<file path="src/rtl/pipe_shifter.sv">
`default_nettype none
// ============================================================================
// Module   : pipe_shifter
// Purpose  : Pipelined SLL/SRL/SRA/ROR barrel shifter with an elastic valid/ready
//            pipeline. Optional macro PIPE_SHIFTER_SAT_EN makes out-of-range amounts saturate.
// Revision : 1.0 - initial release
// ============================================================================
module pipe_shifter #(
  parameter int WIDTH  = 32,
  parameter int STAGES = 2
) (
  input  logic             clk,
  input  logic             rst,
  input  logic             in_valid,
  output logic             in_ready,
  input  logic [WIDTH-1:0] datain,
  input  logic [31:0]      shiftnum,
  input  logic [1:0]       mode,
  output logic             out_valid,
  input  logic             out_ready,
  output logic [WIDTH-1:0] dataout,
  output logic             shamt_ovf
);

  localparam int SHAMT_W = $clog2(WIDTH);

  localparam logic [1:0] c_sll = 2'b00;
  localparam logic [1:0] c_srl = 2'b01;
  localparam logic [1:0] c_sra = 2'b10;
  localparam logic [1:0] c_ror = 2'b11;

  function automatic logic [WIDTH-1:0] shift_level(input logic [WIDTH-1:0] x,
                                                   input logic [1:0]       m,
                                                   input int               n);
    logic [WIDTH-1:0] r;
    case (m)
      c_sll:   r = x << n;
      c_srl:   r = x >> n;
      c_sra:   r = $unsigned($signed(x) >>> n);
      c_ror:   r = (x >> n) | (x << (WIDTH - n));
      default: r = x;
    endcase
    return r;
  endfunction

  logic [STAGES-1:0]  valid_q;
  logic [STAGES-1:0]  adv;
  logic [STAGES-1:0]  src_valid;
  logic [WIDTH-1:0]   data_q   [STAGES];
  logic [WIDTH-1:0]   data_d   [STAGES];
  logic [WIDTH-1:0]   src_data [STAGES];
  logic [1:0]         mode_q   [STAGES];
  logic [1:0]         src_mode [STAGES];
  logic [SHAMT_W-1:0] amt_q    [STAGES];
  logic [SHAMT_W-1:0] src_amt  [STAGES];
  logic [WIDTH-1:0]   in_data;
  logic [SHAMT_W-1:0] in_amt;

`ifdef PIPE_SHIFTER_SAT_EN
  logic              in_ovf;
  logic [STAGES-1:0] ovf_q;
  logic [STAGES-1:0] src_ovf;

  assign in_ovf = |shiftnum[31:SHAMT_W];

  // Saturation is resolved up front: the operand is replaced and the amount zeroed.
  always_comb begin
    in_data = datain;
    in_amt  = shiftnum[SHAMT_W-1:0];
    if (in_ovf && (mode != c_ror)) begin
      in_data = (mode == c_sra) ? {WIDTH{datain[WIDTH-1]}} : '0;
      in_amt  = '0;
    end
  end

  always_comb begin
    src_ovf    = '0;
    src_ovf[0] = in_ovf;
    for (int s = 1; s < STAGES; s++) src_ovf[s] = ovf_q[s-1];
  end

  always_ff @(posedge clk) begin
    if (rst) begin
      ovf_q <= '0;
    end else begin
      for (int s = 0; s < STAGES; s++)
        if (adv[s] && src_valid[s]) ovf_q[s] <= src_ovf[s];
    end
  end

  assign shamt_ovf = ovf_q[STAGES-1];
`else
  assign in_data   = datain;
  assign in_amt    = shiftnum[SHAMT_W-1:0];
  assign shamt_ovf = 1'b0;
`endif

  always_comb begin
    src_valid    = '0;
    src_valid[0] = in_valid;
    src_data[0]  = in_data;
    src_mode[0]  = mode;
    src_amt[0]   = in_amt;
    for (int s = 1; s < STAGES; s++) begin
      src_valid[s] = valid_q[s-1];
      src_data[s]  = data_q[s-1];
      src_mode[s]  = mode_q[s-1];
      src_amt[s]   = amt_q[s-1];
    end
  end

  // Ready chain: a stage moves if it is empty or everything ahead of it moves.
  always_comb begin
    logic chain;
    adv   = '0;
    chain = out_ready;
    for (int s = STAGES - 1; s >= 0; s--) begin
      chain  = !valid_q[s] || chain;
      adv[s] = chain;
    end
  end

  // Level k lives in stage floor(k*STAGES/SHAMT_W).
  always_comb begin
    for (int s = 0; s < STAGES; s++) begin
      data_d[s] = src_data[s];
      for (int k = 0; k < SHAMT_W; k++) begin
        if (((k * STAGES) / SHAMT_W == s) && src_amt[s][k])
          data_d[s] = shift_level(data_d[s], src_mode[s], 1 << k);
      end
    end
  end

  always_ff @(posedge clk) begin
    if (rst) begin
      valid_q <= '0;
      for (int s = 0; s < STAGES; s++) begin
        data_q[s] <= '0;
        mode_q[s] <= '0;
        amt_q[s]  <= '0;
      end
    end else begin
      for (int s = 0; s < STAGES; s++) begin
        if (adv[s]) begin
          valid_q[s] <= src_valid[s];
          if (src_valid[s]) begin
            data_q[s] <= data_d[s];
            mode_q[s] <= src_mode[s];
            amt_q[s]  <= src_amt[s];
          end
        end
      end
    end
  end

  assign in_ready  = adv[0];
  assign out_valid = valid_q[STAGES-1];
  assign dataout   = data_q[STAGES-1];

  logic unused_tail;
  assign unused_tail = ^{shiftnum[31:SHAMT_W], mode_q[STAGES-1], amt_q[STAGES-1]};

endmodule
`default_nettype wire

</file>
<file path="config.mk">
export PLATFORM = sky130hd
export DESIGN_NAME = pipe_shifter
export DESIGN_NICKNAME = d
export VERILOG_FILES = /design/src/rtl/pipe_shifter.sv
export SDC_FILE = /design/constraint.sdc
export NUM_CORES = 1
export LEC_CHECK = 0
export BUFFER_PORTS_ARGS = -buffer_cell sky130_fd_sc_hd__buf_2
export CAP_MARGIN = 25
export CELL_PAD_IN_SITES_DETAIL_PLACEMENT = 0
export CELL_PAD_IN_SITES_GLOBAL_PLACEMENT = 1
export CORE_MARGIN = 1.5
export CORE_UTILIZATION = 39
export DETAILED_ROUTE_END_ITERATION = 10
export PLACE_DENSITY = 0.76
export SLEW_MARGIN = 25
export SYNTH_ARGS = -nofsm -noshare
export SYNTH_HDL_FRONTEND = slang
export SYNTH_SLANG_ARGS = --single-unit
</file>
<file path="constraint.sdc">
create_clock -name clk -period 2.5 [get_ports clk]
set_input_delay 0.375 -clock clk [delete_from_list [all_inputs] [get_ports clk]]
set_output_delay 0.375 -clock clk [all_outputs]
set_load 0.01 [all_outputs]
</file>
## Yosys cells after proc, flatten, opt, wreduce, memory -nomap -nowiden

Memory sizes are Yosys's and may differ from the RTL's.
Index checks and enable logic that the tools add are counted.

| cells by class | value |
|---|---|
| equal/unequal tests | 6 |
| muxes and demuxes | 26 |
| bitwise logic cells | 11 |
| reductions and logical operators | 6 |

Operator list:

| cell | number |
|---|---|
| case mux 32 bit (4 select lines) | 5 |
| 2-to-1 mux 32 bit | 7 |
| OR 16 x 32 -> 32 bit | 1 |
| OR 24 x 32 -> 32 bit | 1 |
| OR 28 x 32 -> 32 bit | 1 |
| OR 30 x 32 -> 32 bit | 1 |
| OR 31 x 32 -> 32 bit | 1 |
| 2-to-1 mux 1 bit | 10 |
| 2-to-1 mux 5 bit | 2 |
| equality test 2 bit (second input constant) | 4 |
| OR 1 bit | 6 |
| equality test 2 x 1 -> 1 bit (second input constant) | 2 |
| logical NOT 2 bit | 2 |
| 2-to-1 mux 2 bit | 2 |
| logical NOT 1 bit | 2 |
| logical OR 1 bit | 2 |

| storage, ports and cells | value |
|---|---|
| output and inout port bits | 35 |
| bits in writable memories | 78 |
| memories | 3 |
| register bits | 2 |

Memories:

| name | words | width | rd ports | clocked after memory_dff | write ports | RTL line | RTL |
|---|---|---|---|---|---|---|---|
| data_q | 2 | 32 | 2 | 0 | 2 | 49 | `logic [WIDTH-1:0] data_q [STAGES];` |
| amt_q | 2 | 5 | 1 | 0 | 2 | 54 | `logic [SHAMT_W-1:0] amt_q [STAGES];` |
| mode_q | 2 | 2 | 1 | 0 | 2 | 52 | `logic [1:0] mode_q [STAGES];` |

## Depth between registers and ports, before layout

| logic depth | value |
|---|---|
| word-level depth | 10 |
| gate-level depth with buffers | 9 |
| mapped depth without buffers | 5 |

## Least setup slack after synthesis

Ideal clock, no wire load.

| timing path | value |
|---|---|
| path type | register -> register |
| start | register valid_q[1] |
| end | memory data_q[1][0], in the netlist data_q[0][32], enable pin |
| required time | 2.072 ns |
| cell stages (with the launch flop) | 3 |
| arrival | 1.995 ns |
| setup time | 0.428 ns |
| setup slack | 0.077 ns |
| cells stage by stage | dfxtp_1 -> nor2b_1 -> o21bai_1 |

RTL lines:

| item | RTL line | RTL |
|---|---|---|
| from (decl) | 46 | `logic [STAGES-1:0] valid_q;` |
| from (signal, indexed assignment) | 145 | `valid_q[s] <= src_valid[s];` |
| to (decl) | 49 |  |

==> impl_metrics.csv <==
group,metric,value,unit
placed_design,io_buffers,76,
sta,final.setup_skew,0.00618,ns
pwr,p_seq_frac,0.399,
clocking,cts_sinks,70,
sta,holdWs,0.280,ns
detailed_routing,post_drt_wl_per_cell,18.9,µm
detailed_routing,drtAntennaViolNets,0,
layout,antennaDiodeCount,0,
job,maxCapViolations,0,
sta,post-route-period-util,0.824,
detailed_routing,drt-total-wl,20500,µm
global_route,grtUsageTotal,0.230,
placed_design,dp_hpwl,15300,µm
logic_synthesis,synth_edf_count,68,
layout,fillerInstances,1773,
logic_synthesis,ys_seq_area_frac,0.307,
logic_synthesis,synth_top_family_by_area,"compound AO/OA/AOI/OAI gates",
clocking,ctsRootBufferMaster,"clkbuf_16",
pwr,power.leakage,2.86,nW
pwr,p_int,2.52,mW
worst_setup_path,critPathSlowestCell,"edfxtp_1",
floorplan,start_util,0.396,
detailed_routing,drc_errors,0,
floorplan,io_pins,105,
logic_synthesis,synthAdderAreaFrac,0,
sta,relSlewSlack,0.570,
sta,setup_viol,0,
logic_synthesis,synth_compound_gate_area_share,0.279,
placed_design,place_congestion,0.945,
logic_synthesis,ys_warn_count,0,
logic_synthesis,syn_area_per_cell,8.12,µm²
sta,clock.fmax,0.485,GHz
global_route,grt_max_degree,65,
global_route,grt_use_met2,0.362,
pwr,power_frac_clock,0.289,
logic_synthesis,synth_area,0.00677,mm²
worst_setup_path,worstSetupPathType,"reg -> reg",
sta,final.setup.tns,0,ns
floorplan,die_x,135,µm
placed_design,post-place-ws,0.171,ns
layout,multi_input_area,0.00399,mm²
sta,drv_slew,0,
pwr,combPwrFrac,0.311,
sta,period_needed,2.06,ns
floorplan,die_area,0.0182,mm²
detailed_routing,vias_per_cell,6.06,
detailed_routing,drt-initial-drc-count,827,
pwr,vdd_drop_max,431,µV
logic_synthesis,synth_ff_type,"edfxtp_1",
pwr,swShare,0.323,
layout,synthToLayoutAreaGrowth,10.0,%
clocking,path_clk_slew,0.05,ns
layout,fin_nets,922,
sta,layout_setup_ws,0.439,ns
logic_synthesis,synthesis.nets,904,
pwr,p_sw,1.21,mW
layout,finalCoreUtilization,0.435,
logic_synthesis,yosys.area_share.xor_xnor,0.00129,
worst_setup_path,cp.required,2.64,ns
logic_synthesis,yosysTopAreaCellShare,0.301,
logic_synthesis,synthCells,834,
floorplan,floorplan.rows,48,
floorplan,core,0.0171,mm²
worst_setup_path,end_kind,"register",
worst_setup_path,arrival,2.20,ns
global_route,overflow,0,
clocking,cts_resized,0,
hold_path,hold_path.class,"in -> reg",
clocking,clock_latency,0.33,ns
status,outcome,"finished, final reports clean",
clocking,cts_htree_levels,3,
sta,worst_slew_pin_slew,0.641,ns
logic_synthesis,yosys-top-cells-area,"edfxtp_1 30%, nor2_1 5.4%, mux2i_1 5.2%, nand2_1 5.1%, a31oi_1 3.9%",
detailed_routing,vias,6555,
sta,rsz0062_at_grt,"no",
worst_setup_path,worstPathMaxFanout,22,
layout,drive_gt1_frac,0.196,
sta,hold_viol_final,0,
clocking,cts_hold_buf,0,
worst_setup_path,startpoint_type,"register",
global_route,grt_pass1_vias,5813,
floorplan,dieHeight,135,µm
logic_synthesis,ys_types,71,
clocking,clk_path_buf_depth,2,
global_route,grt_util_met1,0.326,
global_route,grt_pass1_wl,32700,µm
clocking,cts_tree,"done",
clocking,cts_buffers,9,
worst_setup_path,slowest_delay,0.40,ns
detailed_routing,drtPass1Iterations,8,
global_route,grt-busiest-layer,"met2",
logic_synthesis,muxShareOfSynthArea,0.0950,
worst_setup_path,crit_top_cell,"buf_4",
logic_synthesis,synth_area_leader_cell,"edfxtp_1",
worst_setup_path,worstPathCellList,"buf_4 > nor2_1 > buf_4 > nand2_1 > a31oi_1 > a21oi_1 > a211oi_1",
placed_design,place_area,0.00720,mm²
logic_synthesis,ys_seq_elements,70,
logic_synthesis,synth_simple_gate_area_frac,0.212,
clocking,post-cts-setup-buffers,0,
layout,seq_area,0.00208,mm²
pwr,power_density,500,mW/mm²
global_route,globalRouteMet3Util,0.0267,
layout,final_cell_area,0.00745,mm²
global_route,antenna_found_initial,0,
logic_synthesis,async_reset_ff_frac,0,
cells in the final DEF, fill, tap and decap left out, types with 18 or more instances in the layout:
| master | synthesis | routed |
|---|---|---|
| nor2_1 | 97 | 97 |
| nand2_1 | 92 | 92 |
| buf_2 | 30 | 75 |
| edfxtp_1 | 68 | 68 |
| a21oi_1 | 51 | 51 |
| o21ai_0 | 44 | 44 |
| a31oi_1 | 42 | 42 |
| buf_4 | 34 | 40 |
| mux2i_1 | 35 | 35 |
| nand3_1 | 24 | 24 |
| a311oi_1 | 23 | 23 |
| a211oi_1 | 20 | 20 |
| inv_1 | 18 | 18 |
path summary, 6_finish.rpt:
path | start | endpoint | slack, ns | cells past startpoint
max | mode_q[0][1] | data_q[0][61] | 0.44 | 7
min | rst | valid_q[1] | 0.28 | 2
max reg2reg | mode_q[0][1] | data_q[0][61] | 0.44 | 7
min reg2reg | valid_q[0] | valid_q[1] | 0.52 | 2
state kept, by name (all words and copies together) (netlist names):
register	count
valid_q	2
data_q	64
mode_q	2
amt_q	2
layout make-up:
cell class / count / area share
timing repair buffer: 120 / 0.104
multi-input combinational: 633 / 0.535
clock buffer: 10 / 0.0307
tap: 225 / 0.0378
clock inverter: 6 / 0.00386
inverter: 18 / 0.00906
sequential: 70 / 0.279
power by group through the flow:
stage	combinational (mW)	clock [mW]	sequential, mW
after floorplan	0.841	0	1.49
after global placement	1.14	0	1.51
after detailed placement	1.14	0	1.51
after CTS	1.15	1.10	1.49
after global routing	1.27	1.15	1.50
final	1.16	1.08	1.49
cells by family after synthesis:
logic type,Yosys count
AO/OA/AOI/OAI,276
AND/OR/NAND/NOR,300
other,1
XOR/XNOR,1
buffers and inverters,131
multiplexers,55
flip-flops,70
synthesized netlist by cell type (3+ instances only):
cell,count
a2111oi_0,3
a211o_1,4
a211oi_1,20
a21boi_0,5
a21o_1,5
a21oi_1,51
a22o_1,7
a2bb2oi_1,3
a311o_1,4
a311oi_1,23
a31oi_1,42
and2_1,11
and3_1,10
buf_1,7
buf_2,30
buf_4,34
buf_6,7
clkbuf_1,34
edfxtp_1,68
inv_1,18
mux2_2,14
mux2i_1,35
mux4_2,6
nand2_1,92
nand2b_1,14
nand3_1,24
nor2_1,97
nor2b_1,9
nor3_1,8
nor3b_1,3
o211a_1,3
o211ai_1,5
o21a_1,11
o21ai_0,44
o21ai_1,4
o221ai_1,4
o22ai_1,11
o31ai_1,3
or2_2,4
or3b_1,12
or3b_2,5
critical path, delay by kind of cell, from the launching register on:
| family | cells | cell delay, ns |
|---|---|---|
| AO/OA/AOI/OAI | 3 | 0.65 |
| buffers and inverters | 2 | 0.50 |
| flip-flops | 1 | 0.40 |
| AND/OR/NAND/NOR | 2 | 0.31 |
metrics by stage:
step	instances	total power, mW
after floorplan	834	2.33
after global placement	1066	2.66
after detailed placement	1066	2.66
after CTS	1082	3.74
after global routing	1082	3.92
final	1082	3.73
metal layers:
metal | share of wire | vias up | wire length, µm
li1 | - | 3134 | -
met1 | 0.45 | 3071 | 9290
met2 | 0.45 | 309 | 9270
met3 | 0.068 | 41 | 1400
met4 | 0.025 | 0 | 522
met5 | 0 | - | 0
No activity file was read; power rests on OpenSTA's default activity.
